File: config.mk
export PLATFORM = sky130hd
export DESIGN_NAME = uart_matrix_loader
export DESIGN_NICKNAME = d
export VERILOG_FILES = /design/src/rtl/uart_matrix_loader.sv
export SDC_FILE = /design/constraint.sdc
export NUM_CORES = 1
export LEC_CHECK = 0
export CAP_MARGIN = 20
export CORE_MARGIN = 4
export CORE_UTILIZATION = 60
export CTS_CLUSTER_DIAMETER = 60
export CTS_CLUSTER_SIZE = 25
export DETAILED_ROUTE_END_ITERATION = 7
export PLACE_DENSITY = 0.93
export SETUP_SLACK_MARGIN = 0.02
export SKIP_LAST_GASP = 1
export SLEW_MARGIN = 10
export SYNTH_ARGS = -nofsm -noshare
export SYNTH_HDL_FRONTEND = slang
export SYNTH_SLANG_ARGS = --single-unit
File: constraint.sdc
create_clock -name clk -period 4.35 [get_ports clk]
set_clock_uncertainty 0.1 [all_clocks]
set_input_delay 0.87 -clock clk [delete_from_list [all_inputs] [get_ports clk]]
set_output_delay 0.87 -clock clk [all_outputs]
set_load 0.01 [all_outputs]
File: src/rtl/uart_matrix_loader.sv
// uart_matrix_loader: UART receiver that loads 12-bit words into data memory.
// Each 3-byte packet {addr[11:4]}, {addr[3:0], data[11:8]}, {data[7:0]}
// produces one single-cycle write on the memory write port.
//
// Ports:
//   clk        system clock, rising edge
//   reset_n    asynchronous active-low reset
//   rx         UART serial input, idle high, asynchronous to clk
//   write_en   one-cycle write strobe
//   addr       12-bit write address (held between writes)
//   datain     N-bit write data, payload in [11:0], upper bits zero
//   busy       high while a packet is in flight or its write is pending
//   frame_err  one-cycle pulse on glitch start, stop-bit error, timeout
//              (and parity error when enabled)
//   word_count completed writes since reset, saturating at 4096
//
// Optional feature: define UART_LOADER_PARITY_EN for 8E1 framing with an
// even-parity check; the default build is 8N1.
module uart_matrix_loader #(
  parameter int unsigned N              = 17,
  parameter int unsigned CLKS_PER_BIT   = 434,
  parameter int unsigned TIMEOUT_CYCLES = 50000
) (
  input  logic          clk,
  input  logic          reset_n,
  input  logic          rx,
  output logic          write_en,
  output logic [11:0]   addr,
  output logic [N-1:0]  datain,
  output logic          busy,
  output logic          frame_err,
  output logic [12:0]   word_count
);

  localparam int unsigned CNT_W    = $clog2(CLKS_PER_BIT + 1);
  localparam int unsigned TO_W     = $clog2(TIMEOUT_CYCLES + 1);
  localparam int unsigned HALF_BIT = CLKS_PER_BIT / 2;
  localparam int unsigned WC_MAX   = 4096;

`ifdef UART_LOADER_PARITY_EN
  typedef enum logic [2:0] {
    RX_IDLE, RX_START, RX_DATA, RX_PARITY, RX_STOP
  } rx_state_t;
`else
  typedef enum logic [1:0] {
    RX_IDLE, RX_START, RX_DATA, RX_STOP
  } rx_state_t;
`endif

  typedef enum logic [1:0] {
    PK_B0, PK_B1, PK_B2, PK_WR
  } pk_state_t;

  // Synchroniser
  logic rx_meta, rx_sync;

  // Receiver state
  rx_state_t        rx_state, rx_state_nxt;
  logic [CNT_W-1:0] clk_cnt, clk_cnt_nxt;
  logic [2:0]       bit_idx, bit_idx_nxt;
  logic [7:0]       shift, shift_nxt;
  logic             stop_wait, stop_wait_nxt;
`ifdef UART_LOADER_PARITY_EN
  logic             par_bad, par_bad_nxt;
`endif
  logic             byte_valid_c;
  logic             rx_err_c;

  // Packet state
  pk_state_t        pk_state, pk_state_nxt;
  logic [TO_W-1:0]  to_cnt, to_cnt_nxt;
  logic [7:0]       addr_hi, addr_hi_nxt;
  logic [7:0]       mid_byte, mid_byte_nxt;
  logic             timeout_c;

  // Registered outputs
  logic             write_en_nxt;
  logic [11:0]      addr_nxt;
  logic [N-1:0]     datain_nxt;
  logic             busy_nxt;
  logic             frame_err_nxt;
  logic [12:0]      word_count_nxt;

  // State and output registers
  always_ff @(posedge clk or negedge reset_n) begin
    if (!reset_n) begin
      rx_meta    <= 1'b1;
      rx_sync    <= 1'b1;
      rx_state   <= RX_IDLE;
      clk_cnt    <= '0;
      bit_idx    <= '0;
      shift      <= '0;
      stop_wait  <= 1'b0;
`ifdef UART_LOADER_PARITY_EN
      par_bad    <= 1'b0;
`endif
      pk_state   <= PK_B0;
      to_cnt     <= '0;
      addr_hi    <= '0;
      mid_byte   <= '0;
      write_en   <= 1'b0;
      addr       <= '0;
      datain     <= '0;
      busy       <= 1'b0;
      frame_err  <= 1'b0;
      word_count <= '0;
    end else begin
      rx_meta    <= rx;
      rx_sync    <= rx_meta;
      rx_state   <= rx_state_nxt;
      clk_cnt    <= clk_cnt_nxt;
      bit_idx    <= bit_idx_nxt;
      shift      <= shift_nxt;
      stop_wait  <= stop_wait_nxt;
`ifdef UART_LOADER_PARITY_EN
      par_bad    <= par_bad_nxt;
`endif
      pk_state   <= pk_state_nxt;
      to_cnt     <= to_cnt_nxt;
      addr_hi    <= addr_hi_nxt;
      mid_byte   <= mid_byte_nxt;
      write_en   <= write_en_nxt;
      addr       <= addr_nxt;
      datain     <= datain_nxt;
      busy       <= busy_nxt;
      frame_err  <= frame_err_nxt;
      word_count <= word_count_nxt;
    end
  end

  // Next-state and output logic for the receiver and packet assembler
  always_comb begin
    rx_state_nxt   = rx_state;
    clk_cnt_nxt    = clk_cnt;
    bit_idx_nxt    = bit_idx;
    shift_nxt      = shift;
    stop_wait_nxt  = stop_wait;
`ifdef UART_LOADER_PARITY_EN
    par_bad_nxt    = par_bad;
`endif
    byte_valid_c   = 1'b0;
    rx_err_c       = 1'b0;
    pk_state_nxt   = pk_state;
    to_cnt_nxt     = '0;
    addr_hi_nxt    = addr_hi;
    mid_byte_nxt   = mid_byte;
    timeout_c      = 1'b0;
    write_en_nxt   = 1'b0;
    addr_nxt       = addr;
    datain_nxt     = datain;
    word_count_nxt = word_count;

    // Receiver: start edge, mid-bit sampling, stop check
    case (rx_state)
      RX_IDLE: begin
        clk_cnt_nxt   = '0;
        bit_idx_nxt   = '0;
        stop_wait_nxt = 1'b0;
`ifdef UART_LOADER_PARITY_EN
        par_bad_nxt   = 1'b0;
`endif
        if (!rx_sync) rx_state_nxt = RX_START;
      end
      RX_START: begin
        if (clk_cnt == CNT_W'(HALF_BIT - 1)) begin
          clk_cnt_nxt = '0;
          if (rx_sync) begin
            rx_err_c     = 1'b1;
            rx_state_nxt = RX_IDLE;
          end else begin
            rx_state_nxt = RX_DATA;
          end
        end else begin
          clk_cnt_nxt = clk_cnt + CNT_W'(1);
        end
      end
      RX_DATA: begin
        if (clk_cnt == CNT_W'(CLKS_PER_BIT - 1)) begin
          clk_cnt_nxt = '0;
          shift_nxt   = {rx_sync, shift[7:1]};
          bit_idx_nxt = bit_idx + 3'd1;
          if (bit_idx == 3'd7) begin
`ifdef UART_LOADER_PARITY_EN
            rx_state_nxt = RX_PARITY;
`else
            rx_state_nxt = RX_STOP;
`endif
          end
        end else begin
          clk_cnt_nxt = clk_cnt + CNT_W'(1);
        end
      end
`ifdef UART_LOADER_PARITY_EN
      RX_PARITY: begin
        if (clk_cnt == CNT_W'(CLKS_PER_BIT - 1)) begin
          clk_cnt_nxt  = '0;
          par_bad_nxt  = ((^shift) != rx_sync);
          rx_err_c     = ((^shift) != rx_sync);
          rx_state_nxt = RX_STOP;
        end else begin
          clk_cnt_nxt = clk_cnt + CNT_W'(1);
        end
      end
`endif
      RX_STOP: begin
        // After a bad stop bit, hold here until the line returns high
        if (stop_wait) begin
          if (rx_sync) rx_state_nxt = RX_IDLE;
        end else if (clk_cnt == CNT_W'(CLKS_PER_BIT - 1)) begin
          clk_cnt_nxt = '0;
          if (rx_sync) begin
`ifdef UART_LOADER_PARITY_EN
            byte_valid_c = !par_bad;
`else
            byte_valid_c = 1'b1;
`endif
            rx_state_nxt = RX_IDLE;
          end else begin
            rx_err_c      = 1'b1;
            stop_wait_nxt = 1'b1;
          end
        end else begin
          clk_cnt_nxt = clk_cnt + CNT_W'(1);
        end
      end
      default: rx_state_nxt = RX_IDLE;
    endcase

    // Packet assembler; a byte arriving on the timeout cycle is accepted
    case (pk_state)
      PK_B0: begin
        if (byte_valid_c) begin
          addr_hi_nxt  = shift;
          pk_state_nxt = PK_B1;
        end
      end
      PK_B1: begin
        if (byte_valid_c) begin
          mid_byte_nxt = shift;
          pk_state_nxt = PK_B2;
        end else if (to_cnt == TO_W'(TIMEOUT_CYCLES - 1)) begin
          timeout_c    = 1'b1;
          pk_state_nxt = PK_B0;
        end else begin
          to_cnt_nxt = to_cnt + TO_W'(1);
        end
      end
      PK_B2: begin
        if (byte_valid_c) begin
          write_en_nxt = 1'b1;
          addr_nxt     = {addr_hi, mid_byte[7:4]};
          datain_nxt   = N'({mid_byte[3:0], shift});
          pk_state_nxt = PK_WR;
        end else if (to_cnt == TO_W'(TIMEOUT_CYCLES - 1)) begin
          timeout_c    = 1'b1;
          pk_state_nxt = PK_B0;
        end else begin
          to_cnt_nxt = to_cnt + TO_W'(1);
        end
      end
      PK_WR: begin
        pk_state_nxt = PK_B0;
        if (word_count != 13'(WC_MAX)) word_count_nxt = word_count + 13'd1;
      end
      default: pk_state_nxt = PK_B0;
    endcase

    // A receive error drops any partial packet; a write already issued completes
    if (rx_err_c && (pk_state != PK_WR)) pk_state_nxt = PK_B0;

    frame_err_nxt = rx_err_c | timeout_c;
    busy_nxt      = (pk_state_nxt != PK_B0);
  end

endmodule

# Word level (Yosys, flattened, before mapping)

Cells that the tools add are included.

Add/sub/neg operators: 4
Bitwise logic cells: 1
Multiplexer cells: 40
Equality and inequality tests: 18
Reduce and logical (&&, ||, !) cells: 14

Operators by type and width:

| operator                | count |
|---|---|
| $mux W16                | 3 |
| $pmux W9 S4             | 1 |
| $mux W9                 | 3 |
| $mux W2                 | 13 |
| $add A16 B1 Y16 const B | 1 |
| $eq A16 B16 Y1 const B  | 1 |
| $pmux W2 S4             | 2 |
| $mux W1                 | 14 |
| $add A13 B1 Y13 const B | 1 |
| $ne A13 B13 Y1 const B  | 1 |
| $ne A2 B2 Y1 const B    | 6 |
| $reduce_and A2 Y1       | 6 |
| $add A9 B1 Y9 const B   | 1 |
| $eq A9 B8 Y1 const B    | 1 |
| $eq A9 B9 Y1 const B    | 1 |
| $eq A2 B2 Y1 const B    | 4 |
| $pmux W3 S2             | 1 |
| $reduce_bool A2 Y1      | 3 |
| $reduce_and A5 Y1       | 1 |
| $eq A2 B1 Y1 const B    | 2 |
| $logic_not A2 Y1        | 2 |
| $pmux W1 S2             | 2 |
| $add A3 B1 Y3 const B   | 1 |
| $eq A3 B3 Y1 const B    | 1 |
| 5 further kinds         | 5 |

Output and inout bits: 45
Logic and storage cells: 94
Register bits after elaboration: 99

# Logic depth before layout (Yosys ltp)

Gate-level depths: netlist of run 1.

Depth in word-level cells: 8
Gate-level depth with buffers: 8
Mapped depth without buffers: 7

# Worst setup path before layout of run 1

No wires, ideal clock.

Path type: register to register
Start point: reg clk_cnt[1]
End point: reg addr_hi[0]
Path slack: 2.256 ns
Required time: 4.125 ns
Arrival time: 1.869 ns
Buffers on the path: 1
Stages on the path, launching flop included: 8
Cells stage by stage: dfrtp_1 inv_1 ha_1 and4bb_1 nand4_2 buf_6 nor4b_4 mux2_2

Cells in the longest elaborated chain, start to end: 5

Ends and longest elaborated chain:

| element                     | RTL line | RTL |
|---|---|---|
| start: declaration          | 59       | `logic [CNT_W-1:0] clk_cnt, clk_cnt_nxt;` |
| start signal: assignment    | 111      | `clk_cnt <= clk_cnt_nxt;` |
| $eq A9 B9 Y1                | 209      | `end else if (clk_cnt == CNT_W'(CLKS_PER_BIT - 1)) begin` |
| $mux W1                     | 209      |  |
| $mux W1                     | 207      | `if (stop_wait) begin` |
| $mux W1                     | 154      | `case (rx_state)` |
| $reduce_and A2 Y1 (no line) | -        |  |
| end signal: assignment      | 120      | `addr_hi <= addr_hi_nxt;` |
| end: declaration            | 72       | `logic [7:0] addr_hi, addr_hi_nxt;` |

No other way between the ends.
A chain may end at the register's enable or synchronous reset.

# Worst setup path after layout of run 1

Start point: reg clk_cnt[1]
End point: reg to_cnt[8]

Cells in the longest elaborated chain, start to end: 6

Ends and longest elaborated chain:

| element                | RTL line | RTL |
|---|---|---|
| $eq A9 B9 Y1           | 209      |  |
| $mux W1                | 209      |  |
| $mux W1                | 207      |  |
| $mux W1                | 154      |  |
| $mux W16               | 238      | `if (byte_valid_c) begin` |
| $mux W16               | -        |  |
| net to_cnt_nxt[8]      | 71       | `logic [TO_W-1:0] to_cnt, to_cnt_nxt;` |
| end signal: assignment | 119      | `to_cnt <= to_cnt_nxt;` |
| end: declaration       | 71       |  |

The timed path passes the listed nets, and every way through them passes these cells.

==> metrics.csv, run 1 <==
stage,metric,value,unit
detailed_routing,Via density,5.75,
cells_and_area,fill count,476,
detailed_routing,final wirelength,8810,µm
synth,Post-synth top flop,dfrtp_1,
detailed_routing,DR pass1 iterations,5,
detailed_routing,Routed Antenna Nets,0,
sta,final critical-path required period,2.72,ns
cells_and_area,P&R area growth vs syn,16.1,%
cells_and_area,count of non-filler cells in the finished layout,515,
synth,Synth top area share,54.1,%
grt,global-route wire length before repair,14700,µm
cells_and_area,Layout Nets,431,
synth,YS warnings,0,
floorplanning,Starting Density,61.9,%
cells_and_area,flip-flop and latch area,2480,µm²
cts,Worst-Skew Late Latency,0.36,ns
cts,clk slew on worst S/H paths,0.10,ns
cells_and_area,ant diodes,0,
setup_path,Critical Path RT,4.46,ns
sta,RSZ-0062 raised after global routing,no,
detailed_routing,wire length on met2,4570,µm
place,routability congestion estimate,0.875,
pwr,Lkg Pwr,2.52,nW
detailed_routing,vias,2960,
cells_and_area,share of cells above drive strength 1,19.7,%
detailed_routing,drt initial violations,154,
synth,"count leader, synth",dfrtp_1,
sta,worst-margin pin slew,0.660,ns
cts,CTS root buf,clkbuf_8,
place,Port-buffer cells,42,
sta,fmax,367,MHz
cts,# resized after CTS,0,
sta,fin. max-slew vios,0,
cts,post-CTS setup buffers,0,
floorplanning,std cell rows,31,
synth,Mapped Avg Cell Area,12.3,µm²
synth,leading area contributor after synthesis,dfrtp_1,
place,placed cells,498,
sta,final setup violation count,0,
grt,pin count of the biggest net entering global routing,93,
status,status,"finished, final reports clean",
synth,synthesized area,4490,µm²
cells_and_area,area of the multi-input gates,1880,µm²
cts,CTS buffer count,9,
setup_path,crit path capture type,flop,
synth,Seq cells post-synth,99,
synth,sequential area share after synthesis,55.2,%
setup_path,Arrival @ worst endpoint,2.83,ns
cts,CTS H-Tree Depth,3,
synth,fraction of registers with async set/reset,100,%
detailed_routing,DRT met1 WL,3660,µm
cells_and_area,Final Util,71.9,%
synth,Synth area leaders,"dfrtp_1, mux2_2, ha_1",
floorplanning,I/O pins,48,
synth,post-synth cell types,49,
synth,Post-synth top cells,"dfrtp_1, mux2_2, nor2_1",
run,maxcap violations,0,
floorplanning,die area,8930,µm²
detailed_routing,highest metal used,met4,
place,DP Wirelength,5900,µm
setup_path,critical path class,reg -> reg,
grt,Total Routing Usage GR,21.2,%
detailed_routing,WL per Instance,17.1,µm
cts,CTS sink cnt,99,
synth,number of flops mapped to enable cells by yosys,0,
cts,CTS max path bufs,2,
min_path,HP Class,in -> async,
setup_path,crit path max fanout,16,
grt,initial antenna violation count,0,
sta,final number of hold-violating endpoints,0,
floorplanning,die width,94.5,µm
grt,GR Overflow Total,0,
floorplanning,Placeable Area,7250,µm²
synth,Gate Count Post-Synth,366,
pwr,total power,1.58,mW
floorplanning,Die Span Y,94.5,µm
sta,Slew headroom,55.8,%
pwr,pwr dens,303,nW/µm²
grt,number of global-route vias before repair,3073,
detailed_routing,drc violations,0,
pwr,worst vdd ir,0.151,mV
sta,post-route setup TNS,0,ns
sta,period utilization,62.6,%
detailed_routing,met3 WL,415,µm
cts,Hold Buf Count CTS,0,
setup_path,crit start category,flop,
cts,CTS tree,done,
[report_power, final]
group | switching (mW) | internal (mW)
combinational | 0.0196 | 0.00512
sequential | 0.00171 | 0.921
clock | 0.337 | 0.294
total | 0.358 | 1.22
[sequential cells by signal, indices dropped and copies added (netlist names), 3 cells and up, named ones only]
signal / count
to_cnt: 16
word_count: 13
addr: 12
datain: 12
clk_cnt: 9
addr_hi: 8
mid_byte: 8
shift: 8
bit_idx: 3
[worst max-delay path, stage by stage (launching register included)]
cell      delay (ns)
dfrtp_1         0.41
inv_1           0.11
ha_1            0.15
and4bb_1        0.20
nand4_2         0.35
or3_2           0.60
nand3_1         0.51
nor2_1          0.14
[area by class of cell]
class                      count  share of cell area [%]
sequential                    99                    47.6
clock inverter                 6                    1.54
tap                           99                    2.38
clock buffer                  10                    2.64
inverter                      15                    1.08
multi-input combinational    242                    36.1
timing repair buffer          44                    8.69
[path summary, 6_finish.rpt]
| path | start | end | slack (ns) | depth (start not counted) |
|---|---|---|---|---|
| worst max register to register | clk_cnt[1] | to_cnt[8] | 1.63 | 7 |
| worst max-delay path | clk_cnt[1] | to_cnt[8] | 1.63 | 7 |
| max in group asynchronous | reset_n | rx_meta | 3.20 | 2 |
| min in group clk | rx_meta | rx_sync | 0.29 | 0 |
| worst min register to register | rx_meta | rx_sync | 0.29 | 0 |
| worst min-delay path | reset_n | word_count[4] | 0.28 | 1 |
[layer usage]
layer | GRT usage [%] | up-vias
met1 | 27.0 | 1500
met2 | 35.8 | 99
li1 | - | 1341
met5 | 0 | -
met3 | 4.06 | 20
met4 | 8.65 | 0
[metrics by stage]
stage | instance area, µm² | hold slack, ns | worst slack, ns
floorplan | 4510 | 0.245 | 2.26
global placement | 4970 | 0.261 | 1.85
detailed placement | 4970 | 0.274 | 1.69
CTS | 5190 | 0.289 | 1.65
global route | 5210 | 0.282 | 1.50
finish | 5210 | 0.280 | 1.63
[cell families (layout without fill, tap and decap cells)]
group / Yosys count / in the layout / share of synthesized area (%)
adders and majority gates: 17 / 17 / 4.74
AOI/OAI and AO/OA: 22 / 22 / 3.51
DFF: 99 / 99 / 55.2
and+or+nand+nor: 112 / 112 / 13.7
other: 1 / 5 / 0.0835
buffers and inverters: 29 / 75 / 3.18
muxes: 52 / 52 / 12.9
xor gates and xnor gates: 34 / 34 / 6.63
[cells in the final DEF, fill, tap and decap left out, types with 10 or more instances in the layout]
cell type        synthesis  final
dfrtp_1                 97     97
mux2_2                  48     48
clkdlybuf4s50_1          0     41
nor2_1                  30     30
nand2_1                 22     22
xor2_1                  17     17
xnor2_1                 17     17
ha_1                    17     17
inv_1                   15     15
and3_1                  12     12
clkbuf_8                 0     10
(Power assumes the default switching activity.)
==> run 2, diff against run 1 <==
Settings changed: CORE_UTILIZATION 60 to 56, PLACE_DENSITY 0.93 to 0.88.
Clock period 4.35 ns to 2.66 ns, I/O delays scaled along.
==> metrics.csv, run 2 (synthesis results as in run 1) <==
stage,metric,value,unit,change
cells_and_area,ant diodes,0,,unchanged
detailed_routing,final wirelength,8090,µm,-8.2%
sta,Slew headroom,60.2,%,+4.4 points
sta,period utilization,91.7,%,+29 points
floorplanning,Placeable Area,7770,µm²,+7.1%
cts,# resized after CTS,0,,unchanged
sta,final setup violation count,0,,unchanged
cells_and_area,most frequent cells in the layout,"dfrtp_1, mux2_2, clkdlybuf4s50_1",,
setup_path,critical path class,reg -> reg,,
detailed_routing,WL per Instance,15.6,µm,-9.1%
place,routability congestion estimate,0.921,,+5.2%
setup_path,crit path capture type,flop,,
pwr,pwr dens,491,nW/µm²,+62%
pwr,Sw Ratio,23.1,%,+0.41 points
floorplanning,die area,9520,µm²,+6.5%
cts,Hold Buf Count CTS,0,,unchanged
detailed_routing,DR pass1 iterations,4,,-1
sta,final critical-path required period,2.44,ns,-0.281 ns
cts,post-CTS setup buffers,0,,unchanged
floorplanning,Die Span Y,97.6,µm,+3.2%
sta,RSZ-0062 raised after global routing,no,,
setup_path,crit path max fanout,25,,+9
run,maxcap violations,0,,unchanged
cells_and_area,"Most flops, register",to_cnt,,
min_path,HP Class,in -> async,,
cells_and_area,fill count,554,,+16%
floorplanning,Starting Density,57.8,%,-4.1 points
floorplanning,std cell rows,32,,+3.2%
cells_and_area,Largest register FFs,16,,unchanged
setup_path,crit start category,flop,,
grt,pin count of the biggest net entering global routing,65,,-30%
cts,Worst-Skew Late Latency,0.36,ns,about the same
sta,fin. max-slew vios,0,,unchanged
sta,post-route setup TNS,0,ns,unchanged
cells_and_area,Top Registers,"to_cnt x16, word_count x13",,
pwr,NetSw,0.592,mW,+65%
detailed_routing,drc violations,0,,unchanged
cts,clk slew on worst S/H paths,0.10,ns,about the same
pwr,cell-internal power,1.97,mW,+62%
cells_and_area,share of cells above drive strength 1,20.1,%,+0.38 points
cts,CTS max path bufs,2,,unchanged
place,Port-buffer cells,42,,unchanged
grt,number of global-route vias before repair,2894,,-5.8%
cts,CTS root buf,clkbuf_8,,
grt,global-route wire length before repair,13700,µm,-6.8%
sta,Hold Worst Slack,0.0153,ns,-0.265 ns
detailed_routing,vias,2897,,-2.1%
pwr,Combinational Power Share,1.5,%,about the same
place,DP Wirelength,5480,µm,-7.1%
sta,fmax,410,MHz,+12%
setup_path,Arrival @ worst endpoint,2.59,ns,-0.24 ns
pwr,Clock Power Share,39.7,%,-0.3 points
cells_and_area,P&R area growth vs syn,16.3,%,
floorplanning,die width,97.6,µm,+3.2%
setup_path,Critical Path RT,2.81,ns,-1.65 ns
pwr,fraction of power consumed by sequential logic,58.9,%,+0.4 points
sta,worst-margin pin slew,0.596,ns,-0.0647 ns
cells_and_area,"most common cell after layout, fill and taps aside",dfrtp_1,,
cts,CTS tree,done,,
grt,Total Routing Usage GR,17.7,%,-3.5 points
detailed_routing,Via density,5.57,,-3.1%
pwr,Lkg Pwr,2.52,nW,-0.14%
cts,CTS H-Tree Depth,3,,unchanged
detailed_routing,drt initial violations,144,,-6.5%
sta,final number of hold-violating endpoints,0,,unchanged
cts,CTS sink cnt,99,,unchanged
status,status,"finished, final reports clean",,
floorplanning,I/O pins,48,,unchanged
cts,CTS buffer count,9,,unchanged
grt,GR Overflow Total,0,,unchanged
detailed_routing,Routed Antenna Nets,0,,unchanged
pwr,worst vdd ir,0.318,mV,+110%
grt,initial antenna violation count,0,,unchanged
cells_and_area,Layout Nets,433,,+0.46%
run 2: cell count changes in the layout (fill, tap and decap cells not counted), sizes merged:
cell      delta
buf          +2
clkinvlp     +2
clkbuf       -1
clkinv       -1
run 2: cell type report:
type                    count  area (µm²)  area share (%)
clock buffers               9         124            2.37
clock inverters             7        92.6            1.77
inverters                  15        56.3            1.08
multi-input cells         242        1880            36.0
flip-flops and latches     99        2480            47.5
well taps                 102         128            2.44
repair buffers             46         460            8.81
run 2: worst max-delay path, cell delays in order (launching register included):
cell and delay, ns:
dfrtp_1 0.41, inv_1 0.10, ha_1 0.14, and4bb_1 0.20, nand4_2 0.22, nor3_2 0.31
nand2_2 0.42, mux2_2 0.43
run 2: layer usage:
layer  share of wire, %  vias to the layer above  routed length, µm  GRT usage, %
li1                   -                     1351                  -             -
met5                  0                        -                  0             0
met2                 49                       76               3950          29.3
met4                2.3                        0                189          7.35
met1                 45                     1449               3610          23.2
met3                4.1                       21                332          3.09
run 2: power by group through the flow:
stage	Combinational [mW]	Sequential, mW	Clock, mW
5_1_grt	0.0450	1.51	1.10
2_1_floorplan	0.0115	1.54	0
3_3_place_gp	0.0391	1.54	0
4_1_cts	0.0404	1.51	1.04
3_5_place_dp	0.0403	1.54	0
6_report	0.0376	1.51	1.02
run 2: worst paths after layout:
path                       startpoint          to  slack (ns)  cells past startpoint
max                        clk_cnt[1]     addr[9]        0.22                      7
max reg2reg                clk_cnt[1]     addr[9]        0.22                      7
max in group asynchronous     reset_n     rx_meta        1.73                      2
min reg2reg                   rx_meta     rx_sync        0.26                      0
min in group clk              rx_meta     rx_sync        0.26                      0
min                           reset_n  clk_cnt[4]        0.02                      1
run 2: per-stage QoR:
step | utilization [%] | cells | area (µm²) | setup WS (ns) | power [mW]
after global routing | 67.3 | 520 | 5220 | 0.0752 | 2.66
after floorplan | - | 370 | 4510 | 0.566 | 1.55
final | 67.3 | 520 | 5220 | 0.220 | 2.56
after CTS | 67.3 | 520 | 5220 | 0.182 | 2.59
after global placement | 64.5 | 504 | 5010 | 0.381 | 1.58
after detailed placement | 64.5 | 504 | 5010 | 0.250 | 1.58
